## src/rtl/det_pkg.sv

```systemverilog
// Shared state/opcode types, order constants and matrix index helpers for the
// sequential determinant engine.
package det_pkg;

  typedef enum logic [2:0] {
    S_IDLE,
    S_LOAD,
    S_M2,
    S_M3,
    S_FIN,
    S_DONE
  } state_t;

  typedef enum logic [2:0] {
    MAC_HOLD,
    MAC_CLR,
    MAC_LOAD,
    MAC_ADD,
    MAC_SUB
  } mac_op_t;

  localparam logic [2:0] SZ2 = 3'd2;
  localparam logic [2:0] SZ3 = 3'd3;
  localparam logic [2:0] SZ4 = 3'd4;

  localparam int CYC_SZ2 = 2;
  localparam int CYC_SZ3 = 9;
  localparam int CYC_SZ4 = 28;

  // Element (r,c) sits row-major from the MSB of the packed matrix bus.
  function automatic int elem_lsb(input int r, input int c, input int ew);
    return (15 - 4 * r - c) * ew;
  endfunction

  function automatic logic size_legal(input logic [2:0] s);
    return (s == SZ2) || (s == SZ3) || (s == SZ4);
  endfunction

  // 2x2 minors are numbered by column pair: (0,1)(0,2)(0,3)(1,2)(1,3)(2,3).
  function automatic logic [2:0] pair_idx(input logic [1:0] i, input logic [1:0] j);
    case (i)
      2'd0:    pair_idx = {1'b0, j} - 3'd1;
      2'd1:    pair_idx = {1'b0, j} + 3'd1;
      default: pair_idx = 3'd5;
    endcase
  endfunction

  function automatic logic [1:0] pair_lo(input logic [2:0] p);
    case (p)
      3'd0, 3'd1, 3'd2: pair_lo = 2'd0;
      3'd3, 3'd4:       pair_lo = 2'd1;
      default:          pair_lo = 2'd2;
    endcase
  endfunction

  function automatic logic [1:0] pair_hi(input logic [2:0] p);
    case (p)
      3'd0:       pair_hi = 2'd1;
      3'd1, 3'd3: pair_hi = 2'd2;
      default:    pair_hi = 2'd3;
    endcase
  endfunction

  // n-th column left over once column k is struck out.
  function automatic logic [1:0] skip_col(input logic [1:0] k, input logic [1:0] n);
    return (n < k) ? n : n + 2'd1;
  endfunction

  // Every expansion starts positive and then alternates sign.
  function automatic mac_op_t term_op(input logic [1:0] step);
    if (step == 2'd0)
      return MAC_LOAD;
    else if (step[0])
      return MAC_SUB;
    else
      return MAC_ADD;
  endfunction

endpackage

```

## src/rtl/det_mac.sv

```systemverilog
// Signed multiply-accumulate shared by every minor and the final row-0 expansion.
// acc_next is the value the accumulator takes on the coming edge.
module det_mac
  import det_pkg::*;
#(
  parameter int AW = 8,
  parameter int BW = 27,
  parameter int DW = 40
) (
  input  logic                 clk,
  input  logic                 rst_n,
  input  mac_op_t              op,
  input  logic signed [AW-1:0] a,
  input  logic signed [BW-1:0] b,
  output logic signed [DW-1:0] acc_next
);

  localparam int PW = AW + BW;

  logic signed [DW-1:0] acc;
  logic signed [PW-1:0] prod;
  logic signed [DW-1:0] prod_ext;

  assign prod     = PW'(a) * PW'(b);
  assign prod_ext = {{(DW - PW){prod[PW-1]}}, prod};

  always_comb begin
    acc_next = acc;
    case (op)
      MAC_CLR:  acc_next = '0;
      MAC_LOAD: acc_next = prod_ext;
      MAC_ADD:  acc_next = acc + prod_ext;
      MAC_SUB:  acc_next = acc - prod_ext;
      default:  acc_next = acc;
    endcase
  end

  always_ff @(posedge clk or negedge rst_n) begin
    if (!rst_n)
      acc <= '0;
    else
      acc <= acc_next;
  end

endmodule

```

## src/rtl/det_seq_nxn.sv

```systemverilog
// Sequential determinant of a 2x2, 3x3 or 4x4 signed matrix by cofactor
// expansion: 2x2 minors, then 3x3 minors, then row 0, through one shared MAC.
module det_seq_nxn
  import det_pkg::*;
#(
  parameter int EW = 8,
  parameter int DW = 40
) (
  input  logic                 clk,
  input  logic                 rst_n,
  input  logic                 start,
  input  logic [2:0]           size,
  input  logic [16*EW-1:0]     matrix,
  output logic                 busy,
  output logic                 done,
  output logic signed [DW-1:0] det,
  output logic                 err
);

  localparam int W2 = 2 * EW + 1;
  localparam int W3 = 3 * EW + 3;

  if (DW < 4 * EW + 5) begin : g_dw_check
    $error("det_seq_nxn: DW must be at least 4*EW+5");
  end

  state_t               state;
  logic [16*EW-1:0]     mat_q;
  logic [2:0]           ord_q;
  logic [2:0]           grp;
  logic [1:0]           step;
  logic signed [W2-1:0] m2_q [6];
  logic signed [W3-1:0] m3_q [4];
  logic signed [EW-1:0] a [4][4];

  mac_op_t              mac_op;
  logic signed [EW-1:0] op_a;
  logic signed [W3-1:0] op_b;
  logic signed [DW-1:0] acc_next;
  logic [2:0]           m2_pair;
  logic [2:0]           mp;
  logic [1:0]           rb;
  logic [1:0]           col;
  logic [1:0]           c0, c1, c2;
  logic                 fin_last;

  for (genvar r = 0; r < 4; r++) begin : g_row
    for (genvar c = 0; c < 4; c++) begin : g_col
      assign a[r][c] = mat_q[elem_lsb(r, c, EW) +: EW];
    end
  end

  function automatic logic signed [W3-1:0] sxe(input logic signed [EW-1:0] v);
    return {{(W3 - EW){v[EW-1]}}, v};
  endfunction

  function automatic logic signed [W3-1:0] sx2(input logic signed [W2-1:0] v);
    return {{(W3 - W2){v[W2-1]}}, v};
  endfunction

  // Order 3 only needs pairs (0,1),(0,2),(1,2), i.e. slots 0, 1 and 3.
  assign m2_pair  = (ord_q == SZ3 && grp == 3'd2) ? 3'd3 : grp;
  assign rb       = (ord_q == SZ4) ? 2'd2 : 2'd1;
  assign fin_last = (step == ord_q[1:0] - 2'd1);

  always_comb begin
    mac_op = MAC_HOLD;
    op_a   = '0;
    op_b   = '0;
    mp     = 3'd0;
    col    = 2'd0;
    c0     = 2'd0;
    c1     = 2'd0;
    c2     = 2'd0;
    case (state)
      S_LOAD: mac_op = MAC_CLR;
      S_M2: begin
        mac_op = term_op(step);
        if (step == 2'd0) begin
          op_a = a[rb][pair_lo(m2_pair)];
          op_b = sxe(a[rb + 2'd1][pair_hi(m2_pair)]);
        end else begin
          op_a = a[rb][pair_hi(m2_pair)];
          op_b = sxe(a[rb + 2'd1][pair_lo(m2_pair)]);
        end
      end
      S_M3: begin
        mac_op = term_op(step);
        c0 = skip_col(grp[1:0], 2'd0);
        c1 = skip_col(grp[1:0], 2'd1);
        c2 = skip_col(grp[1:0], 2'd2);
        case (step)
          2'd0: begin col = c0; mp = pair_idx(c1, c2); end
          2'd1: begin col = c1; mp = pair_idx(c0, c2); end
          default: begin col = c2; mp = pair_idx(c0, c1); end
        endcase
        op_a = a[1][col];
        op_b = sx2(m2_q[mp]);
      end
      S_FIN: begin
        mac_op = term_op(step);
        op_a   = a[0][step];
        c0 = skip_col(step, 2'd0);
        c1 = skip_col(step, 2'd1);
        mp = pair_idx(c0, c1);
        if (ord_q == SZ4)
          op_b = m3_q[step];
        else if (ord_q == SZ3)
          op_b = sx2(m2_q[mp]);
        else
          op_b = sxe(a[1][{1'b0, ~step[0]}]);
      end
      default: mac_op = MAC_HOLD;
    endcase
  end

  det_mac #(
    .AW(EW),
    .BW(W3),
    .DW(DW)
  ) u_mac (
    .clk      (clk),
    .rst_n    (rst_n),
    .op       (mac_op),
    .a        (op_a),
    .b        (op_b),
    .acc_next (acc_next)
  );

  // An illegal order idles one cycle in LOAD so its result lands at T0+2.
  always_ff @(posedge clk or negedge rst_n) begin
    if (!rst_n) begin
      state <= S_IDLE;
      busy  <= 1'b0;
      done  <= 1'b0;
      det   <= '0;
      err   <= 1'b0;
      mat_q <= '0;
      ord_q <= '0;
      grp   <= '0;
      step  <= '0;
      for (int i = 0; i < 6; i++) m2_q[i] <= '0;
      for (int i = 0; i < 4; i++) m3_q[i] <= '0;
    end else begin
      done <= 1'b0;
      case (state)
        S_IDLE: begin
          if (start) begin
            mat_q <= matrix;
            ord_q <= size;
            busy  <= 1'b1;
            grp   <= '0;
            step  <= '0;
            state <= S_LOAD;
          end
        end
        S_LOAD: begin
          if (!size_legal(ord_q)) begin
            if (step == 2'd0) begin
              step <= 2'd1;
            end else begin
              step  <= '0;
              det   <= '0;
              err   <= 1'b1;
              done  <= 1'b1;
              busy  <= 1'b0;
              state <= S_DONE;
            end
          end else begin
            step  <= '0;
            grp   <= '0;
            state <= (ord_q == SZ2) ? S_FIN : S_M2;
          end
        end
        S_M2: begin
          if (step == 2'd1) begin
            m2_q[m2_pair] <= acc_next[W2-1:0];
            step <= '0;
            if (grp == ((ord_q == SZ4) ? 3'd5 : 3'd2)) begin
              grp   <= '0;
              state <= (ord_q == SZ4) ? S_M3 : S_FIN;
            end else begin
              grp <= grp + 3'd1;
            end
          end else begin
            step <= step + 2'd1;
          end
        end
        S_M3: begin
          if (step == 2'd2) begin
            m3_q[grp[1:0]] <= acc_next[W3-1:0];
            step <= '0;
            if (grp == 3'd3) begin
              grp   <= '0;
              state <= S_FIN;
            end else begin
              grp <= grp + 3'd1;
            end
          end else begin
            step <= step + 2'd1;
          end
        end
        S_FIN: begin
          if (fin_last) begin
            det   <= acc_next;
            err   <= 1'b0;
            done  <= 1'b1;
            busy  <= 1'b0;
            step  <= '0;
            state <= S_DONE;
          end else begin
            step <= step + 2'd1;
          end
        end
        S_DONE:  state <= S_IDLE;
        default: state <= S_IDLE;
      endcase
    end
  end

endmodule

```

## config.mk

```make
export PLATFORM = sky130hd
export DESIGN_NAME = det_seq_nxn
export DESIGN_NICKNAME = d
export VERILOG_FILES = /design/src/rtl/det_pkg.sv /design/src/rtl/det_mac.sv /design/src/rtl/det_seq_nxn.sv
export SDC_FILE = /design/constraint.sdc
export NUM_CORES = 2
export LEC_CHECK = 0
export CAP_MARGIN = 20
export CORE_MARGIN = 3
export CORE_UTILIZATION = 60
export CTS_BUF_LIST = sky130_fd_sc_hd__clkbuf_2
export DETAILED_ROUTE_END_ITERATION = 8
export PLACE_DENSITY = 0.78
export SETUP_SLACK_MARGIN = 0.3
export SLEW_MARGIN = 20
export SYNTH_ARGS = -nofsm -noshare
export SYNTH_HDL_FRONTEND = slang
export SYNTH_SLANG_ARGS = --single-unit
```

## constraint.sdc

```tcl
create_clock -name clk -period 30.7 [get_ports clk]
set_input_delay 6.14 -clock clk [delete_from_list [all_inputs] [get_ports clk]]
set_output_delay 6.14 -clock clk [all_outputs]
set_load 0.005 [all_outputs]
```

[Word level (Yosys, flattened, before mapping)]
Index checks and enable logic that the tools add are counted.
Widths: inputs -> output; s select.
Storage, ports and cells
  flip-flop bits (word level): 432
  output and inout port bits: 43
Cells by class
  $add $sub $neg: 12
  multiply operators: 1
  magnitude comparators: 20
  equality and inequality tests: 34
  multiplexer cells: 120
  bitwise gates (word level): 14
  reduce and logical (&&, ||, !) cells: 27
Operators with widths (number)
  $mux 27: 6
  $pmux 40 s4: 1
  $bmux 32 s2: 2
  $mux 32: 4
  $mux 40: 3
  $mux 8: 15
  $bmux 8 s2: 7
  $bwmux 108: 1
  $bmux 17 s3: 2
  $bwmux 102: 1
  $mux 17: 5
  $pmux 27 s3: 1
  $pmux 40 s2: 1
  $mux 3: 22
  $bmux 27 s2: 1
  $demux 27 s2: 1
  $demux 17 s3: 1
  $add 40x35->40: 1
  $sub 40x35->40: 1
  $pmux 3 s2: 6
  $mul 8x27->35: 1
  $mux 2: 17
  $eq 3x2->1 const B: 10
  $ge 3x3->1 const B: 10
  45 further kinds: 108

[Longest topological paths before layout]
  depth in word-level cells: 19
  depth in mapped cells: 48
  depth with buffers taken out: 43

[Modules after synthesis]
Synthesis repeated with hierarchy kept, for this count alone.
Second synthesis, totals
  cell total of the unflattened synthesis: 3282
  area total of the unflattened synthesis: 33478.4 um2
Modules (own cells, without submodules)
  det_seq_nxn: instances 1, cells each 1664, area an instance 20228.2 um2, seq. area each 9809.4 um2
  det_mac: instances 1, cells each 1618, area an instance 13250.2 um2, seq. area each 1001.0 um2

[Worst setup path after synthesis]
Ideal clock, no wire load.
  path kind: reg2reg
  from: register step[1]
  to: register det[35]
  setup time: 0.118 ns
  arrival: 10.720 ns
  data required time: 30.582 ns
  setup slack: 19.862 ns
  stages on the path, launching flop included: 42
  buffers on the path: 5
  period minus slack after synthesis: 10.838 ns
  cells stage by stage: dfrtp_1 > buf_1 > clkinv_1 > clkbuf_1 > ha_1 > buf_6 > or2_4 > o221a_1 > buf_6 > mux4_2 > a221oi_1 > clkbuf_1 > nor2_1 > fa_1 > fa_1 > fa_1 > inv_1 > fa_1 > (+6 left out) > nor4_2 > nand3b_1 > or3_1 > or4_1 > nor2_1 > nor2_1 > xnor2_1 > ha_1 > nand2_1 > a21oi_1 > o21ai_0 > a31oi_1 > a311oi_1 > o21ai_0 > a21oi_1 > xor2_1 > o21ai_0 > a21o_1
Between the ends
  longest elaborated chain between the ends: 17
  elaborated cells between the ends (all ways): 57
  classes of those cells: add/sub (4); mul (1); order compare (2); eq/ne (9); mux (34); bitwise (4); reduce/logical (3)
RTL lines
  start: declaration: RTL line det_seq_nxn.sv:31  | logic [1:0] step;
  start signal: assignment: RTL line det_seq_nxn.sv:186  | step <= step + 2'd1;
  start signal: assignment: RTL line det_seq_nxn.sv:200  | step <= step + 2'd1;
  start signal: assignment: RTL line det_seq_nxn.sv:212  | step <= step + 2'd1;
  $lt 1x2->1: RTL line det_pkg.sv:66  | return (n < k) ? n : n + 2'd1;
  $mux 2 / $mux 1 (equally long branches): RTL line det_pkg.sv:66
  $add 2x1->3 (tied with other cells): RTL line det_pkg.sv:43  | 2'd1: pair_idx = {1'b0, j} + 3'd1;
  $pmux 3 s2: RTL line det_pkg.sv:41  | case (i)
  $mux 3: RTL line det_seq_nxn.sv:75  | case (state)
  $not 3->4 (not written as such): RTL line det_seq_nxn.sv:109  | op_b = sx2(m2_q[mp]);
  $bmux 17 s3: RTL line det_seq_nxn.sv:109
  $mux 17 (not written as such) (2 in series): RTL line det_seq_nxn.sv:109
  $mux 27: RTL line det_seq_nxn.sv:108  | else if (ord_q == SZ3)
  $mux 27: RTL line det_seq_nxn.sv:106  | if (ord_q == SZ4)
  $pmux 27 s3: RTL line det_seq_nxn.sv:75
  $mul 8x27->35: RTL line det_mac.sv:24  | assign prod = PW'(a) * PW'(b);
  $sub 40x35->40 / $add 40x35->40 (equally long branches): RTL line det_mac.sv:33, det_mac.sv:32
  $pmux 40 s4 (*): RTL line det_mac.sv:29  | case (op)
  net acc_next[35]: RTL line det_seq_nxn.sv:39  | logic signed [DW-1:0] acc_next;
  $mux 40 (*): RTL line det_seq_nxn.sv:204  | if (fin_last) begin
  $pmux 40 s2 (*): RTL line det_seq_nxn.sv:146  | case (state)
  end signal: assignment: RTL line det_seq_nxn.sv:205  | det <= acc_next;
  end: declaration: RTL line det_seq_nxn.sv:16  | output logic signed [DW-1:0] det,
Mark *: on every way through the listed nets, which the timed path passes. The rest lies on a longest branch. The select of a mux whose other input is x is not followed.
A chain may end at the register's enable or synchronous reset.

[Worst setup path after layout]
Same ends and word-level chain as after synthesis.

==> flow_summary.toml <==
[run_status]
status = "finished, final reports clean"

[floorplanning]
rows = 84
die_h_um = 238
die-area_sq_um = 56500
ios = 177
start_util = 0.609
die_w_um = 238
coreArea_sq_um = 52900

[route]
drtPass1Iterations = 8
drt_iter0_drc = 3687
drt-total-wl_um = 102000
wl_met1_um = 41300
vias = 28300
wl_met2_um = 45200
route.met3.wl_um = 11300
detail-route-antenna-nets = 0
drc_errors = 0
routed.top_layer = "met5"
vias_per_cell = 6.50
wire_per_inst_um = 23.5

[grt]
grt_remaining_overflow = 0
grt_pass1_wl_um = 159000
grt_max_degree = 170
grt_usage = 0.363
antenna_found_initial = 6
grt_pass1_vias = 28200

[worst_setup_path]
path_class = "reg -> reg"
path_max_fanout = 24
required_ns = 31.74
path_common_cell = "fa_1"
cp.arrival_ns = 14.50
critPathCaptureType = "register"
critPathMaxStageDelay_ns = 0.70
cp_slowest_cell = "a311oi_1"
startpoint_type = "register"

[sta]
finalHoldViolCount = 0
tightest_slew_ns = 1.25
setup_tns_ns = 0
fmax_ghz = 0.0743
fin_worst_skew_ns = 0.128
setup_viol = 0
post-route-period-util = 0.438
fin_crit_ns = 13.45
holdWs_ns = 0.481
rsz0062_at_grt = "no"
max-slew-margin-rel = 0.170
slew_viol_final = 0

[power]
swShare = 0.524
seq_power_share = 0.198
p_int_mw = 2.00
leakage_nw = 16.5
power_switching_mw = 2.21
pwr-share-comb = 0.705
p_per_area_nw_per_um2 = 118
p_clk_frac = 0.098
ir_worst_vdd_uv = 89.9

[synthesis]
ys_seq_elements = 432
synth_top_area_cell = "dfrtp_1"
synth_top_family_by_area = "compound AO/OA/AOI/OAI gates"
muxShareOfSynthArea = 0.124
synth_adder_area_share = 0.155
synth_area_leaders = "dfrtp_1 34%, fa_1 11%, mux2_2 6.1%, nand2_1 5.3%, mux4_2 5.0%"
seq_area_frac_synth = 0.336
synth_area_sq_um = 32200
yosys.area_share.simple = 0.141
syn_area_per_cell_sq_um = 9.35
synth_nets = 3873
synth.distinct_cells = 85
synth_cells = 3444
ys_top_cells_by_count = "457 x nand2_1, 432 x dfrtp_1, 296 x nor2_1"
synth_xor_area_frac = 0.0256
synthArstFlopShare = 1.00
synth-edff-count = 0
synth_compound_area_frac = 0.161
yosys_warnings = 0
synth_top_area_share = 0.336
synth.most_common_cell = "nand2_1"
synth_ff_type = "dfrtp_1"

[cells_and_area]
finalNonFillerCells = 4352
final_area_sq_um = 35700
drive_above_1_share = 0.147
multi_input_area_sq_um = 19700
regArea_sq_um = 10800
fin_util = 0.675
nets = 4011
area_delta_synth_final_pct = 10.8
n_fill_cell = 4237

[placement]
dp_hpwl_um = 74200
io_buffers = 176
place.gp.congestion = 1.01
placed_area_sq_um = 34600
dp.cells = 4159

[cts]
post_cts_resized = 0
cts_tree = "built"
numCtsBuffers = 109
cts-root-buf = "clkbuf_2"
hold_buffers = 0
postCtsSetupBuffers = 0
insertion_delay_ns = 1.22
clk_pin_slew_worst_paths_ns = 0.10
htree_levels = 3
clock_path_buffers = 3
clock-sinks = 432

[worst_hold_path]
hold_path.class = "reg -> reg"

[job]
max-cap-violations = 0
[per-stage QoR]
step	setup WS, ns	power [mW]
after floorplan	19.86	2.89
after global placement	18.07	3.64
after detailed placement	17.89	3.70
after CTS	17.82	4.13
after global routing	16.69	4.47
final	17.25	4.21
[final cells by class]
type                       count  area share
antenna                        6    0.000421
sequential                   432       0.303
tap                          688      0.0241
multi-input combinational   2525       0.551
clock buffer                 151      0.0212
inverter                     267      0.0281
timing repair buffer         247      0.0650
clock inverter                36     0.00702
[layout by cell type (no fill, tap or decap), types with 14 or more instances in the layout]
cell,n
a21o_1,36
mux2_2,175
and3_1,27
nand2_1,454
buf_4,68
o31ai_1,23
clkinv_1,25
ha_1,123
o21a_1,28
clkdlybuf4s50_1,175
nor3_1,38
and2_1,20
dfrtp_1,430
a221oi_1,36
nand3_1,99
a21oi_1,161
o211ai_1,31
mux2i_1,42
xor2_1,32
mux4_2,71
inv_1,264
a211oi_1,23
a31oi_1,38
fa_1,171
xnor2_1,62
a222oi_1,16
a221o_1,14
o21ai_0,275
clkbuf_2,151
nor2_1,293
[final timing paths]
| path | startpoint | cells after the start | end | slack, ns |
|---|---|---|---|---|
| setup / recovery | step[1] | 38 | det[35] | 17.25 |
| setup reg to reg | step[1] | 38 | det[35] | 17.25 |
| hold reg to reg | m3_q[33] | 2 | m3_q[33] | 0.48 |
| max in group asynchronous | rst_n | 3 | det[13] | 23.18 |
| hold / removal | m3_q[33] | 2 | m3_q[33] | 0.48 |
| min in group asynchronous | rst_n | 1 | a[12] | 5.04 |
[sequential cells by signal, summed over array words and instances, names as in the netlist]
register / flops
grp: 3
det: 40
busy: 1
m2_q: 102
step: 2
ord_q: 3
err: 1
done: 1
m3_q: 108
state: 3
a: 128
u_mac.acc: 40
[per-layer routing]
layer,vias to the layer above,GRT usage
met4,4,0.163
met3,301,0.101
li1,12400,-
met1,14000,0.496
met5,-,0
met2,1607,0.544
[cells by family (layout without fill, tap and decap cells)]
logic type                 count (synthesis)  after routing
DFF                                      432            432
other                                      0              6
and+or+nand+nor                         1040           1040
xor gates and xnor gates                  94             94
adders and majority gates                295            295
muxes                                    288            288
AOI/OAI and AO/OA                        808            808
buffers and inverters                    487            701
[power groups by stage]
stage	Combinational [mW]	Clock [mW]	Sequential, mW
finish	2.97	0.411	0.832
global route	3.18	0.445	0.845
CTS	2.89	0.419	0.826
detailed placement	2.87	0	0.836
global placement	2.81	0	0.829
floorplan	2.11	0	0.782
[worst max-delay path, delay by kind of cell (launching register included)]
kind,cells,cell delay (ns)
XOR/XNOR,2,0.30
flip-flops,1,0.38
multiplexers,1,0.58
buffers and inverters,5,1.70
AND/OR/NAND/NOR,9,2.86
adder cells (fa/ha/maj),7,3.29
AO/OA/AOI/OAI,14,4.22
(Power assumes the default switching activity.)
